[config.mk]
export PLATFORM = sky130hd
export DESIGN_NAME = os_mac_pe
export DESIGN_NICKNAME = d
export VERILOG_FILES = /design/src/rtl/pe_pkg.sv /design/src/rtl/pe_drain_slot.sv /design/src/rtl/os_mac_pe.sv
export SDC_FILE = /design/constraint.sdc
export NUM_CORES = 1
export LEC_CHECK = 0
export CAP_MARGIN = 20
export CORE_MARGIN = 3
export CORE_UTILIZATION = 40
export CTS_CLUSTER_DIAMETER = 100
export DETAILED_ROUTE_END_ITERATION = 12
export SLEW_MARGIN = 0
export SYNTH_ARGS = -nofsm -noshare
export SYNTH_HDL_FRONTEND = slang
export SYNTH_SLANG_ARGS = --single-unit
[constraint.sdc]
create_clock -name CLK -period 4.95 [get_ports CLK]
set_input_delay 0.495 -clock CLK [delete_from_list [all_inputs] [get_ports CLK]]
set_output_delay 0.495 -clock CLK [all_outputs]
set_load 0.01 [all_outputs]
[src/rtl/pe_pkg.sv]
// Shared types and arithmetic helpers for the output-stationary MAC processing element.
package pe_pkg;

   localparam int unsigned SAT_W = 64;

   typedef enum logic [0:0] {
      ACC_IDLE = 1'b0,
      ACC_RUN  = 1'b1
   } acc_state_e;

   function automatic int unsigned acc_width_default(input int unsigned width);
      return (32'd2 * width) + 32'd8;
   endfunction

   // Adds two acc_w-bit values held in the low bits of SAT_W-bit words (acc_w <= SAT_W).
   function automatic logic [SAT_W-1:0] sat_add(
      input logic [SAT_W-1:0] a,
      input logic [SAT_W-1:0] b,
      input int unsigned      acc_w,
      input logic             is_signed,
      input logic             saturate
   );
      logic [SAT_W-1:0] mask_v;
      logic [SAT_W-1:0] smax_v;
      logic [SAT_W-1:0] smin_v;
      logic [SAT_W-1:0] sum_v;
      logic [SAT_W-1:0] res_v;
      logic [SAT_W:0]   wide_v;
      logic [SAT_W:0]   carry_v;
      logic             sa_v;
      logic             sb_v;
      logic             ss_v;
      mask_v  = (64'd1 << acc_w) - 64'd1;
      smax_v  = mask_v >> 1;
      smin_v  = mask_v & ~smax_v;
      wide_v  = {1'b0, a & mask_v} + {1'b0, b & mask_v};
      sum_v   = wide_v[SAT_W-1:0] & mask_v;
      carry_v = wide_v >> acc_w;
      sa_v    = |(a & smin_v);
      sb_v    = |(b & smin_v);
      ss_v    = |(sum_v & smin_v);
      if (!saturate) begin
         res_v = sum_v;
      end else if (!is_signed) begin
         res_v = carry_v[0] ? mask_v : sum_v;
      end else if ((sa_v == sb_v) && (ss_v != sa_v)) begin
         res_v = sa_v ? smin_v : smax_v;
      end else begin
         res_v = sum_v;
      end
      return res_v;
   endfunction

endpackage

[src/rtl/pe_drain_slot.sv]
// Drain output register for one PE: local result first, otherwise pass upstream data down the column.
module pe_drain_slot #(
   parameter int unsigned ACC_WIDTH = 24
) (
   input  logic                 CLK,
   input  logic                 SYNC_RST,
   input  logic [ACC_WIDTH-1:0] res,
   input  logic                 res_full,
   output logic                 res_take,
   input  logic [ACC_WIDTH-1:0] psum_in,
   input  logic                 psum_in_valid,
   output logic                 psum_in_ready,
   output logic [ACC_WIDTH-1:0] psum_out,
   output logic                 psum_out_valid,
   input  logic                 psum_out_ready
);

   logic [ACC_WIDTH-1:0] out_data_r;
   logic                 out_valid_r;
   logic                 load_ok_s;

   // Slot can reload when empty or when its content leaves this cycle.
   always_comb begin
      load_ok_s     = !out_valid_r || psum_out_ready;
      res_take      = load_ok_s && res_full;
      psum_in_ready = load_ok_s && !res_full;
   end

   // Output register with local-first source selection.
   always_ff @(posedge CLK) begin
      if (SYNC_RST) begin
         out_data_r  <= {ACC_WIDTH{1'b0}};
         out_valid_r <= 1'b0;
      end else if (res_take) begin
         out_data_r  <= res;
         out_valid_r <= 1'b1;
      end else if (psum_in_ready && psum_in_valid) begin
         out_data_r  <= psum_in;
         out_valid_r <= 1'b1;
      end else if (load_ok_s) begin
         out_valid_r <= 1'b0;
      end else begin
         out_valid_r <= out_valid_r;
      end
   end

   assign psum_out       = out_data_r;
   assign psum_out_valid = out_valid_r;

endmodule

[src/rtl/os_mac_pe.sv]
// Output-stationary MAC PE: forwards operands, accumulates a K-length tile, buffers and drains results.
module os_mac_pe
   import pe_pkg::*;
#(
   parameter int unsigned WIDTH     = 8,
   parameter int unsigned ACC_WIDTH = acc_width_default(WIDTH),
   parameter logic        SIGNED    = 1'b0,
   parameter logic        SATURATE  = 1'b1
) (
   input  logic                 CLK,
   input  logic                 SYNC_RST,
   input  logic                 EN,
   input  logic                 InValid,
   input  logic                 InLast,
   input  logic [WIDTH-1:0]     Input,
   input  logic [WIDTH-1:0]     Weight,
   output logic [WIDTH-1:0]     ToRight,
   output logic                 ToRightValid,
   output logic                 ToRightLast,
   output logic [WIDTH-1:0]     ToDown,
   input  logic [ACC_WIDTH-1:0] PsumIn,
   input  logic                 PsumInValid,
   output logic                 PsumInReady,
   output logic [ACC_WIDTH-1:0] PsumOut,
   output logic                 PsumOutValid,
   input  logic                 PsumOutReady,
   output logic                 Overrun
);

   acc_state_e           state_r;
   acc_state_e           state_nx_s;
   logic [ACC_WIDTH-1:0] acc_r;
   logic [ACC_WIDTH-1:0] res_r;
   logic                 res_full_r;
   logic                 overrun_r;
   logic [ACC_WIDTH-1:0] a_ext_s;
   logic [ACC_WIDTH-1:0] w_ext_s;
   logic [ACC_WIDTH-1:0] prod_s;
   logic [ACC_WIDTH-1:0] base_s;
   logic [ACC_WIDTH-1:0] acc_sum_s;
   logic                 step_s;
   logic                 finish_s;
   logic                 res_take_s;
   logic [WIDTH-1:0]     to_right_r;
   logic [WIDTH-1:0]     to_down_r;
   logic                 to_right_valid_r;
   logic                 to_right_last_r;

   // Operand extension, product and saturating accumulate; low ACC_WIDTH bits of the
   // extended product equal the exact product since ACC_WIDTH >= 2*WIDTH.
   always_comb begin
      step_s   = EN && InValid;
      finish_s = step_s && InLast;
      if (SIGNED) begin
         a_ext_s = ACC_WIDTH'($signed(Input));
         w_ext_s = ACC_WIDTH'($signed(Weight));
      end else begin
         a_ext_s = ACC_WIDTH'(Input);
         w_ext_s = ACC_WIDTH'(Weight);
      end
      prod_s    = a_ext_s * w_ext_s;
      base_s    = (state_r == ACC_RUN) ? acc_r : {ACC_WIDTH{1'b0}};
      acc_sum_s = ACC_WIDTH'(sat_add(SAT_W'(base_s), SAT_W'(prod_s), ACC_WIDTH, SIGNED, SATURATE));
   end

   // Accumulator FSM next state.
   always_comb begin
      state_nx_s = state_r;
      if (step_s) begin
         state_nx_s = InLast ? ACC_IDLE : ACC_RUN;
      end else begin
         state_nx_s = state_r;
      end
   end

   // Accumulator FSM state register.
   always_ff @(posedge CLK) begin
      if (SYNC_RST) begin
         state_r <= ACC_IDLE;
      end else begin
         state_r <= state_nx_s;
      end
   end

   // Accumulator, result buffer and sticky overrun flag.
   always_ff @(posedge CLK) begin
      if (SYNC_RST) begin
         acc_r      <= {ACC_WIDTH{1'b0}};
         res_r      <= {ACC_WIDTH{1'b0}};
         res_full_r <= 1'b0;
         overrun_r  <= 1'b0;
      end else begin
         if (step_s) begin
            acc_r <= InLast ? {ACC_WIDTH{1'b0}} : acc_sum_s;
         end
         if (finish_s) begin
            res_r      <= acc_sum_s;
            res_full_r <= 1'b1;
         end else if (res_take_s) begin
            res_full_r <= 1'b0;
         end
         // A new result landing on an undrained one loses the old one.
         if (finish_s && res_full_r && !res_take_s) begin
            overrun_r <= 1'b1;
         end
      end
   end

   // Operand forwarding to the neighbouring PEs.
   always_ff @(posedge CLK) begin
      if (SYNC_RST) begin
         to_right_r       <= {WIDTH{1'b0}};
         to_down_r        <= {WIDTH{1'b0}};
         to_right_valid_r <= 1'b0;
         to_right_last_r  <= 1'b0;
      end else if (EN) begin
         to_right_r       <= Input;
         to_down_r        <= Weight;
         to_right_valid_r <= InValid;
         to_right_last_r  <= InLast;
      end else begin
         to_right_r       <= to_right_r;
         to_down_r        <= to_down_r;
         to_right_valid_r <= to_right_valid_r;
         to_right_last_r  <= to_right_last_r;
      end
   end

   pe_drain_slot #(
      .ACC_WIDTH(ACC_WIDTH)
   ) u_drain (
      .CLK           (CLK),
      .SYNC_RST      (SYNC_RST),
      .res           (res_r),
      .res_full      (res_full_r),
      .res_take      (res_take_s),
      .psum_in       (PsumIn),
      .psum_in_valid (PsumInValid),
      .psum_in_ready (PsumInReady),
      .psum_out      (PsumOut),
      .psum_out_valid(PsumOutValid),
      .psum_out_ready(PsumOutReady)
   );

   assign ToRight      = to_right_r;
   assign ToDown       = to_down_r;
   assign ToRightValid = to_right_valid_r;
   assign ToRightLast  = to_right_last_r;
   assign Overrun      = overrun_r;

endmodule

**After elaboration in Yosys (flattened, before gate mapping)**

Index checks and enable logic that the tools add are counted.

- Memories: 0
- Bits in latches: 0
- Bits in registers: 94
- Memory bits (writable): 0
- Memory bits (read-only): 0

- Multiplexer cells: 11
- $mul: 1
- Divide/modulo/power cells: 0
- Bitwise logic cells: 0
- Equality and inequality tests: 0
- Reductions and logical operators: 14
- $add $sub $neg: 1
- Order comparisons: 0
- Shifts and indexed selects: 0

Operators by type and width:

| operator | number |
|---|---|
| 2-to-1 mux 24 bit | 5 |
| adder 24 x 16 -> 25 bit | 1 |
| multiplier 8 x 8 -> 16 bit | 1 |
| logical AND 1 bit | 7 |
| 2-to-1 mux 1 bit | 6 |
| nonzero test 2 bit | 2 |
| zero test 1 bit | 3 |
| nonzero test 3 bit | 1 |
| logical OR 1 bit | 1 |

**Depth between registers and ports, before layout**

- Depth in word-level cells: 6
- Depth in mapped cells: 21
- Mapped depth without buffers: 18

**Hierarchy**

From an unflattened synthesis, not the netlist that was laid out.

- Cells, all modules: 828
- Area, all modules: 7109.3 um2

Modules (own cells, without submodules):

| module | cells each | area an instance (um2) | sequential area each (um2) | instances |
|---|---|---|---|---|
| os_mac_pe | 683 | 5728.0 | 1381.3 | 1 |
| pe_drain_slot | 145 | 1381.3 | 500.5 | 1 |

**Worst setup path after synthesis**

No wires, ideal clock.

- Path kind: flip-flop to flip-flop
- From: register state_r
- To: register acc_r[19]
- Buffers on the path: 3
- Stages on the path, launching flop included: 20
- Setup time: 0.074 ns
- Slack: -0.098 ns
- Data arrival time: 4.974 ns
- Period minus slack after synthesis: 5.048 ns
- Cells stage by stage: dfxtp_1 > buf_2 > clkbuf_1 > clkbuf_1 > nand2_1 > fa_1 > inv_1 > fa_1 > inv_1 > fa_1 > fa_1 > inv_1 > ha_1 > o211ai_1 > a21oi_1 > o21ai_0 > a21oi_1 > a21boi_0 > mux2_2 > a31oi_1

- Word-level cells in the longest chain between the ends: 4

Ends and longest elaborated chain:

| element | line | text |
|---|---|---|
| start: declaration | os_mac_pe.sv:30 | `acc_state_e state_r;` |
| start signal: assignment | os_mac_pe.sv:81 | `state_r <= state_nx_s;` |
| 2-to-1 mux 24 bit | os_mac_pe.sv:62 | `base_s = (state_r == ACC_RUN) ? acc_r : {ACC_WIDTH{1'b0}};` |
| adder 24 x 16 -> 25 bit | pe_pkg.sv:36 | `wide_v = {1'b0, a & mask_v} + {1'b0, b & mask_v};` |
| 2-to-1 mux 24 bit | pe_pkg.sv:45 | `res_v = carry_v[0] ? mask_v : sum_v;` |
| 2-to-1 mux 24 bit | os_mac_pe.sv:94 | `acc_r <= InLast ? {ACC_WIDTH{1'b0}} : acc_sum_s;` |
| end signal: assignment | os_mac_pe.sv:88 | `acc_r <= {ACC_WIDTH{1'b0}};` |
| end signal: assignment | os_mac_pe.sv:94 |  |
| end: declaration | os_mac_pe.sv:32 | `logic [ACC_WIDTH-1:0] acc_r;` |

Every way passes these cells.
A chain may end at the register's enable or synchronous reset.

**Worst setup path in the final report**

- From: register state_r
- To: register res_r[21]

- Word-level cells in the longest chain between the ends: 3

Ends and longest elaborated chain:

| element | line | text |
|---|---|---|
| 2-to-1 mux 24 bit | os_mac_pe.sv:62 |  |
| adder 24 x 16 -> 25 bit | pe_pkg.sv:36 |  |
| 2-to-1 mux 24 bit | pe_pkg.sv:45 |  |
| end signal: assignment | os_mac_pe.sv:89 | `res_r <= {ACC_WIDTH{1'b0}};` |
| end signal: assignment | os_mac_pe.sv:97 | `res_r <= acc_sum_s;` |
| end: declaration | os_mac_pe.sv:33 | `logic [ACC_WIDTH-1:0] res_r;` |

Every way passes these cells.

==> results by group <==
Setup path
  – Reg2reg start: state_r
  – Worst Path Required: between 5 and 6 ns
  – Crit Path Max Fanout: 20
  – Setup crit end kind: flop
  – Worst setup path endpoint: res_r[21]
  – WP data arrival: 4.99 ns
  – Reg2reg end: res_r[21]
  – Setup Crit Path Kind: reg2reg
  – R2r worst-path depth: 16
  – CP Launch Point: state_r
  – FF-to-FF setup slack: 0.24 ns
  – Crit start category: flop

Layout
  – Share of cells above drive strength 1: 12.4%
  – Layout area overhead: 29.6%
  – Fin nets: 1025
  – Ant. Diodes: 0
  – Core Util, Final: 54.1%

Yosys
  – Synth warnings: 0
  – Mean Syn Cell Area: 8.50 um2
  – Syn Std Cell Area: about 6500 um2
  – Asr flop ratio synth: 0%
  – Syn Inst Count: 761
  – Post-synth EDFFs: 0
  – Synth area leaders: dfxtp_1, fa_1, ha_1, nor2_1, and2_1
  – Leading register cell type out of synthesis: dfxtp_1
  – Sequential-to-total area share from yosys stat: between 20% and 30%
  – Syn_nets: 899
  – Post-synth top area share: 29.1%
  – Post-synth top area cell: dfxtp_1
  – Yosys reg bits: 94
  – Post-synthesis cell type count: 51

Routing
  – Via density: a little over 5
  – WL/cell: 15.8 um
  – Vias: between 5000 and 6000
  – Starting DRT DRC Count: 367
  – Drt pass-1 iters: 6
  – Post-route ant nets: 0
  – DRC: 0
  – Routed WL: 17400 um

Clocking
  – Clk slew on worst S/H paths: 0.07 ns
  – Clk_lat worst skew: 0.35 ns
  – CTS tree: yes
  – CTS Sinks: 94
  – H-Tree Depth: 3
  – Clock buffer count from CTS: 9
  – Clock Path Buffers: 2
  – Clk root buf: clkbuf_16

Global route
  – Pin count of the biggest net entering global routing: 61
  – Gr ovfl total: 0
  – Initial antenna violation count: 0
  – First-pass GRT wire length: 29500 um
  – GRT Overall Usage: 20.2%
  – Vias in the first global route: 6039

Placed design
  – Hpwl dp: 13600 um
  – Final Wtd Congestion: 0.912
  – PortBufs: 91
  – Dpl ws: -0.518 ns

Pwr
  – Worst IR drop on VDD: 0.000230 V
  – Lkg Pwr: 3.69 nW
  – Pwr Density: 342 nW/um2

Floorplan
  – Starting density of the core: 41.8%
  – Die X: 133 um
  – I/O Pins: 92
  – Die ar.: ~18000 um2
  – Die Height: 133 um
  – Core area: 15500 um2
  – Cell Rows: 45

Min path
  – Min-Delay Path Class: reg2reg

STA
  – RSZ-0062 raised after global routing: no
  – Setup-failing EPs final: 0
  – Final Slew Violations: 0
  – Clock skew: 0.0125 ns
  – Relative slew slack: 42.3%
  – Setup ws final: between 0.2 and 0.25 ns
  – Worst hold slack: 0.452 ns
  – Min Tclk post-route: 4.71 ns
  – Fin crit share: a little over nine tenths
  – Worst-Margin Slew: 0.865 ns
  – Fmax: between 200 and 250 MHz
  – Final hold vios: 0

Job
  – Max cap viols: 0

Run status
  – Status: completed
[synthesized netlist by cell type, types with 6 or more instances]
cell      count
a211oi_1     23
a21oi_1      34
a222oi_1     24
and2_1       51
buf_1         6
clkbuf_1     31
dfxtp_1      94
fa_1         50
ha_1         41
inv_1        84
mux2i_1      18
nand2_1      77
nand2b_1      8
nand3_1       7
nor2_1      104
nor3_1       14
o21ai_0      26
xnor2_1       6
xor2_1        8
[cell type report]
type / instances / area (um2)
flip-flops and latches: 94 / 1880
clock buffers: 9 / 225
fillers: 1417 / 7100
multi-input cells: 541 / 4200
repair buffers: 157 / 1420
well taps: 211 / 264
clock inverters: 7 / 75.1
inverters: 84 / 315
[worst max-delay path, stage by stage (launching register included)]
cell,delay [ns]
dfxtp_1,0.50
buf_4,0.30
and2_1,0.20
ha_1,0.25
fa_1,0.47
fa_1,0.49
inv_1,0.05
fa_1,0.53
inv_1,0.05
ha_1,0.33
a21oi_1,0.25
buf_4,0.15
nand2b_1,0.08
a31o_2,0.29
a311o_1,0.41
o21a_1,0.14
a211oi_2,0.16
[cells in the final DEF, fill, tap and decap left out, types with 5 or more instances in the layout]
cell	count
nor2_1	104
nor3_1	12
buf_4	64
o211ai_1	5
a211oi_2	5
clkdlybuf4s50_1	74
nand3_1	7
xnor2_1	6
clkbuf_16	9
nand2b_1	8
mux2i_1	18
ha_1	37
fa_1	50
a21oi_1	29
xor2_1	8
and2_1	51
a222oi_1	24
a31oi_1	5
a211oi_1	20
inv_1	84
dlygate4sd2_1	8
o21ai_0	25
a21oi_2	5
dlymetal6s2s_1	5
dfxtp_1	94
nand2_1	77
[sequential cells by signal, summed over array words and instances (netlist names), 8 cells and up]
name / cells
ToRight: 8
u_drain.psum_out: 24
ToDown: 8
acc_r: 24
res_r: 24
[worst min path at each step]
| stage | endpoint | cells past startpoint | startpoint |
|---|---|---|---|
| 3_3_place_gp | acc_r[9] | 2 | acc_r[9] |
| 3_5_place_dp | acc_r[9] | 2 | acc_r[9] |
| 5_1_grt | acc_r[7] | 2 | acc_r[7] |
| 6_report | acc_r[9] | 2 | acc_r[9] |
| 2_1_floorplan | acc_r[10] | 2 | acc_r[10] |
| 4_1_cts | acc_r[9] | 2 | acc_r[9] |
[cell families after synthesis]
kind of cell / synth area share (%)
multiplexers: 2.96
adder cells (fa/ha/maj): 23.4
flip-flops: 29.1
AO/OA/AOI/OAI: 15.4
buffers and inverters: 7.61
XOR/XNOR: 1.90
AND/OR/NAND/NOR: 19.6
[metrics by stage]
step                cells    TNS, ns  cell area (um2)  total power, mW
floorplan             761          0             6470             1.59
global placement     1086     -15.64             7970             2.06
detailed placement   1086     -18.47             7970             2.08
CTS                  1102  -0.000752             8270             2.81
global route         1103          0             8380             3.11
finish               1103          0             8380             2.87
[where the power goes]
group          switching, mW  leakage (nW)  total [mW]  internal (mW)
combinational          0.703          2.78        1.33          0.630
sequential            0.0283         0.769       0.833          0.805
clock                  0.345         0.145       0.704          0.359
total                   1.08          3.69        2.87           1.79
[metal layers]
metal	up-vias	GRT usage, %	share of wire, %
met1	2778	25.3	43
met4	0	5.89	2.0
met5	-	0	0
met2	117	35.9	52
li1	2803	-	-
met3	29	3.36	3.6
[timing repair]
action,CTS,global route
gates resized for setup,15,24
endpoints found under the hold margin,0,0
buffers inserted,0,1
gates cloned,0,0
pin swaps,1,9
setup endpoints to repair,33,45
hold buffers,0,0
No activity file was read; power rests on OpenSTA's default activity.
